File: src/rtl/cart_bus_initiator.sv
// Cart bus initiator: turns single requests into
// I/O and memory cycles on the cartridge connector.
module cart_bus_initiator #(
   parameter int SETUP_CYCLES   = 1,
   parameter int STROBE_CYCLES  = 2,
   parameter int HOLD_CYCLES    = 1,
   parameter int RECOVER_CYCLES = 1
) (
   input  logic        FastClk,
   input  logic        nReset,
   input  logic        ReqValid,
   output logic        ReqReady,
   input  logic        ReqWrite,
   input  logic        ReqIO,
   input  logic        ReqWord,
   input  logic [19:0] ReqAddr,
   input  logic [15:0] ReqWData,
   output logic        RespValid,
   output logic [15:0] RespRData,
   output logic        nSel,
   output logic        nIO,
   output logic        nOE,
   output logic        nWE,
   output logic [8:0]  AddrLo,
   output logic [3:0]  AddrHi,
   output logic [15:0] DataOut,
   output logic        DataOELo,
   output logic        DataOEHi,
   input  logic [15:0] DataIn
);

   if (SETUP_CYCLES < 1 || SETUP_CYCLES > 15 ||
       STROBE_CYCLES < 1 || STROBE_CYCLES > 15 ||
       HOLD_CYCLES < 1 || HOLD_CYCLES > 15 ||
       RECOVER_CYCLES < 1 || RECOVER_CYCLES > 15) begin : g_bad_param
      $error("cart_bus_initiator: phase lengths must be 1..15");
   end

   localparam logic [3:0] SETUP_LD   = 4'(SETUP_CYCLES - 1);
   localparam logic [3:0] STROBE_LD  = 4'(STROBE_CYCLES - 1);
   localparam logic [3:0] HOLD_LD    = 4'(HOLD_CYCLES - 1);
   localparam logic [3:0] RECOVER_LD = 4'(RECOVER_CYCLES - 1);

   typedef enum logic [2:0] {
      IDLE, SETUP, STROBE, HOLD, RECOVER
   } state_t;

   state_t      state, state_nx;
   logic [3:0]  cnt, cnt_nx;
   logic        r_write, r_io, r_word;
   logic        write_nx, io_nx, word_nx;
   logic        accept, active;
   logic [8:0]  alo_map;
   logic [3:0]  ahi_map;
   logic [15:0] rdata_cap;
   logic        unused_addr;

   assign unused_addr = ^ReqAddr[15:9];
   assign accept = ReqValid & ReqReady;
   assign alo_map = ReqIO ? {5'b0, ReqAddr[3:0]} : ReqAddr[8:0];
   assign ahi_map = ReqIO ? ReqAddr[7:4] : ReqAddr[19:16];
   assign rdata_cap = r_word ? DataIn : {8'h00, DataIn[7:0]};

   // Phase sequencing with a per-phase down-counter
   always_comb begin
      state_nx = state;
      cnt_nx   = cnt;
      write_nx = r_write;
      io_nx    = r_io;
      word_nx  = r_word;
      unique case (state)
         IDLE: begin
            if (accept) begin
               state_nx = SETUP;
               cnt_nx   = SETUP_LD;
               write_nx = ReqWrite;
               io_nx    = ReqIO;
               word_nx  = ReqWord & ~ReqIO;
            end
         end
         SETUP: begin
            if (cnt == 4'd0) begin
               state_nx = STROBE;
               cnt_nx   = STROBE_LD;
            end else cnt_nx = cnt - 4'd1;
         end
         STROBE: begin
            if (cnt == 4'd0) begin
               state_nx = HOLD;
               cnt_nx   = HOLD_LD;
            end else cnt_nx = cnt - 4'd1;
         end
         HOLD: begin
            if (cnt == 4'd0) begin
               state_nx = RECOVER;
               cnt_nx   = RECOVER_LD;
            end else cnt_nx = cnt - 4'd1;
         end
         RECOVER: begin
            if (cnt == 4'd0) state_nx = IDLE;
            else cnt_nx = cnt - 4'd1;
         end
         default: state_nx = IDLE;
      endcase
   end

   assign active = (state_nx == SETUP) || (state_nx == STROBE) ||
                   (state_nx == HOLD);

   // State, counter and captured request attributes
   always_ff @(posedge FastClk or negedge nReset) begin
      if (!nReset) begin
         state   <= IDLE;
         cnt     <= 4'd0;
         r_write <= 1'b0;
         r_io    <= 1'b0;
         r_word  <= 1'b0;
      end else begin
         state   <= state_nx;
         cnt     <= cnt_nx;
         r_write <= write_nx;
         r_io    <= io_nx;
         r_word  <= word_nx;
      end
   end

   // Registered bus outputs decoded from the next state
   always_ff @(posedge FastClk or negedge nReset) begin
      if (!nReset) begin
         nSel      <= 1'b1;
         nIO       <= 1'b1;
         nOE       <= 1'b1;
         nWE       <= 1'b1;
         AddrLo    <= 9'd0;
         AddrHi    <= 4'd0;
         DataOut   <= 16'd0;
         DataOELo  <= 1'b0;
         DataOEHi  <= 1'b0;
         RespValid <= 1'b0;
         RespRData <= 16'd0;
         ReqReady  <= 1'b1;
      end else begin
         nSel     <= ~active;
         nIO      <= ~(active & io_nx);
         nOE      <= ~((state_nx == STROBE) & ~write_nx);
         nWE      <= ~((state_nx == STROBE) & write_nx);
         DataOELo <= active & write_nx;
         DataOEHi <= active & write_nx & word_nx;
         ReqReady <= (state_nx == IDLE);
         RespValid <= (state == HOLD) && (state_nx == RECOVER);
         if (accept) begin
            AddrLo <= alo_map;
            AddrHi <= ahi_map;
            if (ReqWrite) DataOut <= ReqWData;
         end
         if ((state == STROBE) && (state_nx == HOLD) && !r_write)
            RespRData <= rdata_cap;
      end
   end

endmodule

File: config.mk
export PLATFORM = sky130hd
export DESIGN_NAME = cart_bus_initiator
export DESIGN_NICKNAME = d
export VERILOG_FILES = /design/src/rtl/cart_bus_initiator.sv
export SDC_FILE = /design/constraint.sdc
export NUM_CORES = 1
export LEC_CHECK = 0
export BUFFER_PORTS_ARGS = -buffer_cell sky130_fd_sc_hd__buf_2
export CAP_MARGIN = 10
export CORE_MARGIN = 3
export CORE_UTILIZATION = 30
export DETAILED_ROUTE_END_ITERATION = 6
export PLACE_DENSITY = 0.54
export SLEW_MARGIN = 20
export SYNTH_ARGS = -nofsm -noshare
export SYNTH_HDL_FRONTEND = slang
export SYNTH_SLANG_ARGS = --single-unit
File: constraint.sdc
create_clock -name FastClk -period 3.3 [get_ports FastClk]
set_input_delay 0.66 -clock FastClk [delete_from_list [all_inputs] [get_ports FastClk]]
set_output_delay 0.66 -clock FastClk [all_outputs]
set_load 0.01 [all_outputs]
---- Yosys cells after proc, flatten, opt, wreduce, memory -nomap -nowiden ----
Index checks and enable logic that the tools add are counted.
cells by class
  add/sub/neg operators ................... 1
  equal/unequal tests ..................... 10
  multiplexer cells ....................... 20
  bitwise gates (word level) .............. 13
  reductions and logical operators ........ 13
operators by type and width
  cell                 count
  $mux 4               5
  $mux 16              1
  $pmux 4 s4           1
  $mux 3               5
  $pmux 3 s5           1
  $eq 3x2->1 const B   4
  $mux 9               1
  $and 1x1->1          7
  $eq 3x1->1 const B   2
  $eq 3x3->1 const B   2
  $logic_not 3->1      2
  $mux 1               6
  $not 1->1            6
  $logic_not 4->1      1
  $ne 2x2->1 const B   2
  $reduce_bool 4->1    1
  $sub 4x1->4 const B  1
  $logic_and 1x1->1    3
  $reduce_and 3->1     1
  $logic_or 1x1->1     2
  $reduce_and 2->1     1
  $reduce_or 2->1      1
  $logic_not 1->1      1
word-level totals
  register bits after elaboration ......... 63
  bits of input ports ..................... 58
  output and inout bits ................... 53
  logic and storage cells ................. 74

---- Logic depth before layout (Yosys ltp) ----
Gate-level depths: netlist of the first run.
  depth after elaboration ................. 8
  mapped depth ............................ 8
  depth with buffers taken out ............ 6

---- Worst setup path after synthesis of the first run ----
No wires, ideal clock.
  path type ............................... register -> register
  from .................................... register cnt[0]
  to ...................................... register RespRData[1]
  library setup time ...................... 125 ps
  arrival ................................. 2064 ps
  data required time ...................... 3175 ps
  path slack .............................. 1111 ps
  stages on the path, launching flop included .. 8
  path buffers ............................ 2
  clock period less this slack ............ 2189 ps
  cells stage by stage .................... dfrtp_1 > inv_1 > ha_1 > or3b_4 > or4_4 > buf_6 > buf_8 > mux2_4
between the ends
  word-level cells in the longest chain between the ends .. 6
  elaborated cells between the ends (all ways) .. 9
  those cells by class .................... eq/ne (1); mux (5); reduce/logical (3)
ends and longest elaborated chain
  item                              line  text
  start: declaration                49    logic [3:0] cnt, cnt_nx;
  start signal: assignment          120   cnt <= cnt_nx;
  $logic_not 4->1 *                 --
  $mux 3 (on tied branches)         --
  $pmux 3 s5 *                      71    unique case (state)
  $eq 3x2->1 *                      156   if ((state == STROBE) && (state_nx == HOLD) && !r_write)
  $logic_and 1x1->1 * (2 in a row)  156
  end signal: assignment            157   RespRData <= rdata_cap;
  end: declaration                  19    output logic [15:0] RespRData,
Mark *: on every way between the ends. The rest lies on a longest branch, timed or not.
A chain may end at the register's enable or synchronous reset.

---- Worst setup path in the final report of the first run ----
  from .................................... register cnt[0]
  to ...................................... register RespRData[4]
The elaborated chain is that of the path after synthesis.

==> results of run 1 <==
## worst max-delay path, stage by stage, from the launching register on
cell	delay (ns)
dfrtp_1	0.44
inv_1	0.11
ha_1	0.18
or3b_4	0.42
or4_4	0.66
mux2_4	0.35
## cells in the mapped netlist (all sizes together)
master    n
a211o     1
a211oi    1
a21oi     8
a22oi     2
a311o     1
a32oi     1
and3      1
buf       4
clkbuf    8
dfrtp    58
dfstp     5
ha        2
inv       5
maj3      2
mux2     30
mux2i     5
nand2    32
nand2b    7
nand3     5
nand4bb   1
nor2      9
nor2b     1
nor3      2
nor3b     2
o211ai    1
o21a      1
o21ai    23
o31ai     1
or2       3
or3       1
or3b      1
or4       1
## worst paths after layout
path	endpoint	slack [ns]	cells past startpoint
max in group asynchronous	nIO	2.56	2
setup reg to reg	RespRData[4]	1.02	5
min in group FastClk	AddrHi[1]	0.48	2
hold / removal	DataOut[6]	0.31	2
hold reg to reg	AddrHi[1]	0.48	2
setup / recovery	RespRData[4]	1.02	5
## registers in the layout (all words and copies together), names as in the netlist
name / flops
RespValid: 1
DataOELo: 1
nSel: 1
nWE: 1
nIO: 1
RespRData: 16
ReqReady: 1
cnt: 4
r_io: 1
AddrLo: 9
state: 3
AddrHi: 4
DataOEHi: 1
r_write: 1
nOE: 1
r_word: 1
DataOut: 16
## final cells by class
cell class / instances / area (um2)
Inverter: 5 / 18.8
Timing Repair Buffer: 106 / 538
Tap cell: 105 / 131
Clock buffer: 10 / 138
Sequential cell: 63 / 1580
Multi-Input combinational cell: 145 / 995
Fill cell: 878 / 4930
Clock inverter: 6 / 91.3
## power breakdown
group          internal (mW)  switching (mW)
logic                  0.603           0.633
registers               1.16           0.230
clock network          0.448           0.313
## routing by layer
metal | vias up | wire length (um) | global-route usage (%)
met5 | - | 0 | 0
met2 | 63 | 2840 | 19.6
li1 | 983 | - | -
met1 | 958 | 2580 | 16.1
met4 | 0 | 91 | 5.91
met3 | 8 | 370 | 2.85
## per-stage QoR
| step | utilization [%] | setup WS, ns |
|---|---|---|
| detailed placement | 38.8 | 1.02 |
| global route | 41.5 | 0.925 |
| global placement | 38.8 | 1.05 |
| CTS | 41.5 | 1.01 |
| floorplan | - | 1.11 |
| finish | 41.5 | 1.02 |
## logic make-up (layout without fill, tap and decap cells)
kind of cell | after synthesis | count (layout) | synth area share (%)
simple gates | 66 | 66 | 12.0
flops | 63 | 63 | 59.5
compound gates | 40 | 40 | 8.56
mux | 35 | 35 | 15.1
buf+inv | 17 | 127 | 3.15
fa+ha+maj | 4 | 4 | 1.69
==> metrics, run 1 <==
Yosys warnings 0; Setup Fix Bufs, Post-CTS 0; Crit Reg-Reg Startpoint cnt[0]; Worst-Margin Slew 0.797 ns; crit-path max FO 24; routed vias 2012; Setup TNS Final 0 ns; Max-Cap Viols 0; Crit. End Element register; P&R area growth vs syn 31.3%; Max clock buf depth 2; skew final 0.0118 ns; I/O pin cnt 111; Final Setup Violations 0; Setup crit start kind register; synth unique cells 36; placed cell area 0.00327 mm2; core area 0.00842 mm2; Initial Util 31.6%; peak supply drop 0.263 mV; cts bufs inserted 9; crit share post-route 69.1%; status complete, no violations; first-pass GRT wire length 9.79 mm; total grt overflow 0; clk_lat worst skew 0.34 ns; Sink Count 63; largest net degree at the start of global routing 38; final hold violations 0; htree depth 3; initial antenna violation count 0; ANT nets after route 0; leading area contributor after synthesis dfrtp_1; Synth top area share 54.5%; Post-Syn Area 0.00266 mm2; Post-Layout Cell Count 440; leakage 1.72 nW; dominant cells by area after synthesis dfrtp_1, mux2_2, dfstp_2; fraction of layout cells with a size suffix above 1 48.4%; DRT Wirelength 5.89 mm; Resized Gates After CTS 0; Final #Nets 390; clk root buf clkbuf_8; total global-route track usage 12.4%; First-pass DRT Iterations 4; Clock Pin Slew Worst Setup and Hold Paths 0.08 ns; vias in the first global route 2037; hold_ws 0.315 ns; Post-Syn Nets 285; commonest cells after routing, fill and taps aside buf_2, dfrtp_1, nand2_1, mux2_2, o21ai_0; register area share after synthesis 59.5%; Required @ worst endpoint 3.52 ns; Post-Place Cells 424; HPWL Detailed 4.41 mm; Die Span X 100 um; via/cell ratio 4.57; DIE HEIGHT 100 um; Mean Syn Cell Area 11.8 um2; leading cell type in the layout, fill and taps excluded buf_2; final total power 3.38 mW; setup repair after global routing missed its margin false; Final GP Congestion 0.777; register bit total from synthesis 63; Slew Limit Headroom 46.7%; die footprint 0.0100 mm2; Hold-fix buffers, CTS 0; DR DRC count 0; # rows 33; initial DRC count 79; power density cells 968 mW/mm2; final instance area 0.00349 mm2; Hold/Removal Path Class primary input to async pin; wire per inst 13.4 um; fmax 0.438 GHz; Setup crit start cnt[0]; Crit Path Class register to register; min Tclk post-route 2.28 ns; Arr. time, crit path 2.50 ns; max-slew violations 0; # port buffers 103; cell count after synthesis 225; antenna fix cells 0; CTS tree built
Power figures use the tool's default switching activity.
==> run 2: changes to the inputs <==
clock period = 2.2 ns   (was 3.3 ns; I/O delays follow)
==> run 2 against run 1 <==
Effect of this change:
- clock-buffer cell count grew 2
- maximum frequency increased by 7.5%
- critical path type unchanged
- sequential power up 47%
- flip-flop and latch count unchanged
- global-route usage up 0.22 points
- sequential share of layout area shrank 0.21 points
- clock power is 21% higher
==> metrics, run 2 (synthesis results as in run 1) <==
status complete, no violations; Arr. time, crit path 2.33 ns (-0.17 ns); internal cell power 3.18 mW (+44%); final total power 4.91 mW (+45%); total grt overflow 0 (unchanged); worst setup path endpoint RespRData[4]; Crit. End Element register; ANT nets after route 0 (unchanged); Clk network pwr share 18.7% (-3.8 points); core area 0.00842 mm2 (unchanged); total global-route track usage 12.6% (+0.22 points); Worst-Margin Slew 0.564 ns (-0.233 ns); initial DRC count 29 (-63%); Setup crit start kind register; Final Setup Violations 0 (unchanged); Required @ worst endpoint 2.41 ns (-1.11 ns); initial antenna violation count 0 (unchanged); First-pass DRT Iterations 4 (unchanged); Crit Path Class register to register; skew final 0.00849 ns (-0.00331 ns); Hold-fix buffers, CTS 0 (unchanged); biggest regs DataOut x16, RespRData x16, AddrLo x9; Max clock buf depth 2 (unchanged); Initial Util 31.6% (unchanged); Hold/Removal Path Class primary input to async pin; reg2reg end RespRData[4]; antenna fix cells 0 (unchanged); largest net degree at the start of global routing 64 (+68%); fmax 0.471 GHz (+7.5%); max-slew violations 0 (unchanged); Clock Pin Slew Worst Setup and Hold Paths 0.07 ns (about the same); CTS tree built; first-pass GRT wire length 9.97 mm (+1.8%); Max-Cap Viols 0 (unchanged); DRT Wirelength 5.92 mm (+0.53%); Place WS 0.0447 ns (-0.974 ns); DIE HEIGHT 100 um (unchanged); Reg2Reg Depth 5 (unchanged); # port buffers 103 (unchanged); commonest cells after routing, fill and taps aside buf_2, dfrtp_1, nand2_1, mux2_2, o21ai_0; die footprint 0.0100 mm2 (unchanged); DR DRC count 0 (unchanged); peak supply drop 0.384 mV (+46%); final hold violations 0 (unchanged); Setup TNS Final 0 ns (unchanged); Sw Share 35.3% (+0.52 points); Final GP Congestion 0.746 (-3.9%); via/cell ratio 4.61 (+0.82%); Resized Gates After CTS 0 (unchanged); setup repair after global routing missed its margin true; min Tclk post-route 2.12 ns (-0.159 ns); Crit Reg-Reg Startpoint cnt[0]; clk root buf clkbuf_8; fraction of layout cells with a size suffix above 1 49.6% (+1.2 points); HPWL Detailed 4.36 mm (-1.0%); clk_lat worst skew 0.33 ns (about the same); vias in the first global route 2134 (+4.8%); crit-path max FO 24 (unchanged); P&R area growth vs syn 31.9%; Die Span X 100 um (unchanged); Final #Nets 395 (+1.3%); logic gate share of total power 39.5% (+3.0 points); crit share post-route 96.5% (+27 points); wire per inst 13.3 um (-0.38%); I/O pin cnt 111 (unchanged); routed vias 2047 (+1.7%); Setup crit start cnt[0]; R2R setup slack 0.08 ns (-0.94 ns); cts bufs inserted 9 (unchanged); Sink Count 63 (unchanged); power density cells 1400 mW/mm2 (+45%); # rows 33 (unchanged); Setup Fix Bufs, Post-CTS 0 (unchanged); post-route setup slack 0.0771 ns (-0.941 ns); Reg power frac 41.7% (+0.7 points); leakage 1.74 nW (+1.0%); htree depth 3 (unchanged); leading cell type in the layout, fill and taps excluded buf_2; Sw Pwr 1.73 mW (+47%); Slew Limit Headroom 62.3% (+16 points)
-- run 2: cell count changes in the layout (fill, tap and decap cells not counted), moves of 2 or more --
cell        change
bufinv_16       -2
clkinv_2        +2
buf_4           +4
clkbuf_8        +2
clkinvlp_4      -2
-- run 2: cell type report --
class / instances / area, um2
Tap cell: 105 / 131
Clock inverter: 3 / 17.5
Inverter: 5 / 18.8
Timing Repair Buffer: 111 / 588
Multi-Input combinational cell: 145 / 1010
Sequential cell: 63 / 1580
Clock buffer: 12 / 165
Fill cell: 857 / 4910
-- run 2: critical path, stage by stage (launching register included) --
cell	delay, ns
dfrtp_1	0.37
inv_1	0.11
ha_4	0.15
or3b_4	0.37
or4_4	0.65
mux2_4	0.35
-- run 2: worst min-delay path by stage --
stage	slack, ns	to	from
floorplan	0.14	AddrHi[0]	nReset
global placement	0.46	RespRData[10]	RespRData[10]
detailed placement	0.46	RespRData[14]	RespRData[14]
CTS	0.11	DataOut[3]	nReset
global route	0.11	DataOut[3]	nReset
finish	0.09	DataOut[3]	nReset
-- run 2: power by group through the flow --
stage	clock, mW	sequential, mW	combinational, mW
after global placement	0	2.06	1.93
after global routing	1.02	2.14	2.18
after detailed placement	0	2.08	1.97
after CTS	0.967	2.06	1.97
after floorplan	0	2.26	0.969
final	0.920	2.05	1.94
-- run 2: metal layers --
metal / wire (um) / track usage [%]
met4: 63 / 4.15
met2: 3000 / 21.5
met5: 0 / 0
met1: 2450 / 14.4
met3: 410 / 5.14
-- run 2: metrics by stage --
step | hold slack (ns) | std cells | cell area (um2) | util, %
2_1_floorplan | 0.144 | 225 | 2660 | -
3_3_place_gp | 0.458 | 429 | 3320 | 39.4
3_5_place_dp | 0.465 | 429 | 3320 | 39.4
4_1_cts | 0.106 | 444 | 3500 | 41.5
5_1_grt | 0.111 | 444 | 3510 | 41.7
6_report | 0.0927 | 444 | 3510 | 41.7
==> run 3: changes to the inputs <==
CORE_UTILIZATION = 47   (was 30)
PLACE_DENSITY = 0.79   (was 0.54)
==> run 3 against run 2 <==
Effect of this change:
- core utilization is 24 points higher
- cell count down 7.7%
- via count rose by 1.4%
- final area fell by 0.71%
- highest routed layer unchanged
==> metrics, run 3 (synthesis results as in run 1) <==
biggest regs DataOut x16, RespRData x16, AddrLo x9; DR DRC count 0 (unchanged); P&R area growth vs syn 31.0%; Post-Layout Cell Count 410 (-7.7%); Final GP Congestion 0.782 (+4.7%); Resized Gates After CTS 0 (unchanged); routed vias 2075 (+1.4%); logic gate share of total power 39.3% (-0.2 points); clk root buf clkbuf_8; final instance area 0.00349 mm2 (-0.71%); Sink Count 63 (unchanged); via/cell ratio 5.06 (+9.8%); Final #Nets 395 (unchanged); fraction of layout cells with a size suffix above 1 49.4% (-0.15 points); Post-Place Cells 394 (-8.2%); DRT Wirelength 5.69 mm (-3.8%); initial antenna violation count 0 (unchanged); leading cell type in the layout, fill and taps excluded buf_2; final hold violations 0 (unchanged); max-slew violations 0 (unchanged); DIE HEIGHT 81.3 um (-19%); crit-path max FO 24 (unchanged); crit share post-route 95.5% (-0.97 points); Setup crit start kind register; commonest cells after routing, fill and taps aside buf_2, dfrtp_1, nand2_1, mux2_2, o21ai_0; vias in the first global route 1957 (-8.3%); total grt overflow 0 (unchanged); Hold-fix buffers, CTS 0 (unchanged); final total power 5.04 mW (+2.5%); CTS tree built; Setup Fix Bufs, Post-CTS 0 (unchanged); peak supply drop 0.632 mV (+65%); # rows 26 (-21%); Hold/Removal Path Class primary input to async pin; Reg2Reg Depth 5 (unchanged); Reg power frac 40.7% (-1.0 points); antenna fix cells 0 (unchanged); ANT nets after route 0 (unchanged); # port buffers 103 (unchanged); Clock Pin Slew Worst Setup and Hold Paths 0.07 ns (about the same); initial DRC count 127 (+340%); fmax 0.476 GHz (+1.0%); Sw Share 35.0% (-0.30 points); die footprint 0.00660 mm2 (-34%); htree depth 3 (unchanged); setup repair after global routing missed its margin false; Crit Reg-Reg Startpoint cnt[1]; HPWL Detailed 4.28 mm (-1.9%); Clk network pwr share 20.0% (+1.3 points); I/O pin cnt 111 (unchanged); Setup crit start cnt[1]; Die Span X 81.3 um (-19%); Final Setup Violations 0 (unchanged); Initial Util 50.2% (+19 points); First-pass DRT Iterations 5 (+1); Setup TNS Final 0 ns (unchanged); cts bufs inserted 9 (unchanged); Arr. time, crit path 2.32 ns (about the same); Slew Limit Headroom 60.9% (-1.4 points); largest net degree at the start of global routing 26 (-59%); Required @ worst endpoint 2.42 ns (about the same); clk_lat worst skew 0.33 ns (about the same); first-pass GRT wire length 8.89 mm (-11%); status complete, no violations; Max-Cap Viols 0 (unchanged); placed cell area 0.00327 mm2 (-1.3%); Worst-Margin Slew 0.586 ns (+0.0219 ns); wire per inst 13.9 um (+4.1%); internal cell power 3.28 mW (+3.0%); total global-route track usage 18.0% (+5.4 points); power density cells 1450 mW/mm2 (+3.2%); Crit. End Element register; Crit Path Class register to register; Max clock buf depth 2 (unchanged); core area 0.00530 mm2 (-37%); leakage 1.74 nW (+0.21%); skew final 0.0106 ns (+0.00213 ns); Sw Pwr 1.76 mW (+1.6%); min Tclk post-route 2.10 ns (-0.0213 ns)
==> run 3: cell types whose count changed in the layout (fill, tap and decap cells not counted) <==
cell | previous run | this run
clkbuf_8 | 12 | 11
inv_1 | 4 | 3
clkinv_2 | 2 | 1
bufinv_16 | 0 | 1
inv_2 | 1 | 2
clkbuf_1 | 0 | 2
==> run 3: worst max-delay path: stages (launching register included) <==
cell and delay (ns):
dfrtp_1 0.41, inv_2 0.09, ha_4 0.13, or3b_4 0.37
or4_4 0.64, mux2_4 0.35
==> run 3: path summary, 6_finish.rpt <==
| kind | to | slack, ns |
|---|---|---|
| worst min-delay path | RespRData[8] | 0.10 |
| min in group FastClk | RespRData[6] | 0.33 |
| max in group asynchronous | DataOut[12] | 1.46 |
| worst max-delay path | RespRData[3] | 0.1 |
| worst max register to register | RespRData[3] | 0.1 |
| worst min register to register | AddrHi[1] | 0.47 |
==> run 3: power by group through the flow <==
stage                     combinational [mW]  sequential (mW)  clock (mW)
after floorplan                        0.969             2.26           0
after global placement                  1.91             2.03           0
after detailed placement                1.99             2.06           0
after CTS                               1.99             2.05        1.03
after global routing                    2.21             2.12        1.09
final                                   1.98             2.05        1.01
==> run 3: cell type report <==
type / instances / area [um2]
inverters: 5 / 18.8
fillers: 416 / 1820
well taps: 70 / 87.6
multi-input cells: 145 / 1010
clock inverters: 3 / 42.5
flip-flops and latches: 63 / 1580
clock buffers: 13 / 159
repair buffers: 111 / 588
==> run 3: through the flow <==
step                      worst slack [ns]  hold slack [ns]  util [%]
after floorplan                     0.0110            0.144         -
after global placement              0.0842            0.457      61.7
after detailed placement            0.0439            0.466      61.7
after CTS                           0.0460            0.110      65.5
after global routing                0.0240            0.129      65.7
final                               0.0984            0.102      65.7
==> run 3: layer usage <==
layer | part of all wire, % | GRT usage [%] | vias up
met3 | 7.4 | 6.32 | 9
met2 | 49 | 29.0 | 87
met4 | 1.4 | 6.93 | 0
met5 | 0 | 0 | -
li1 | - | - | 995
met1 | 42 | 22.4 | 984
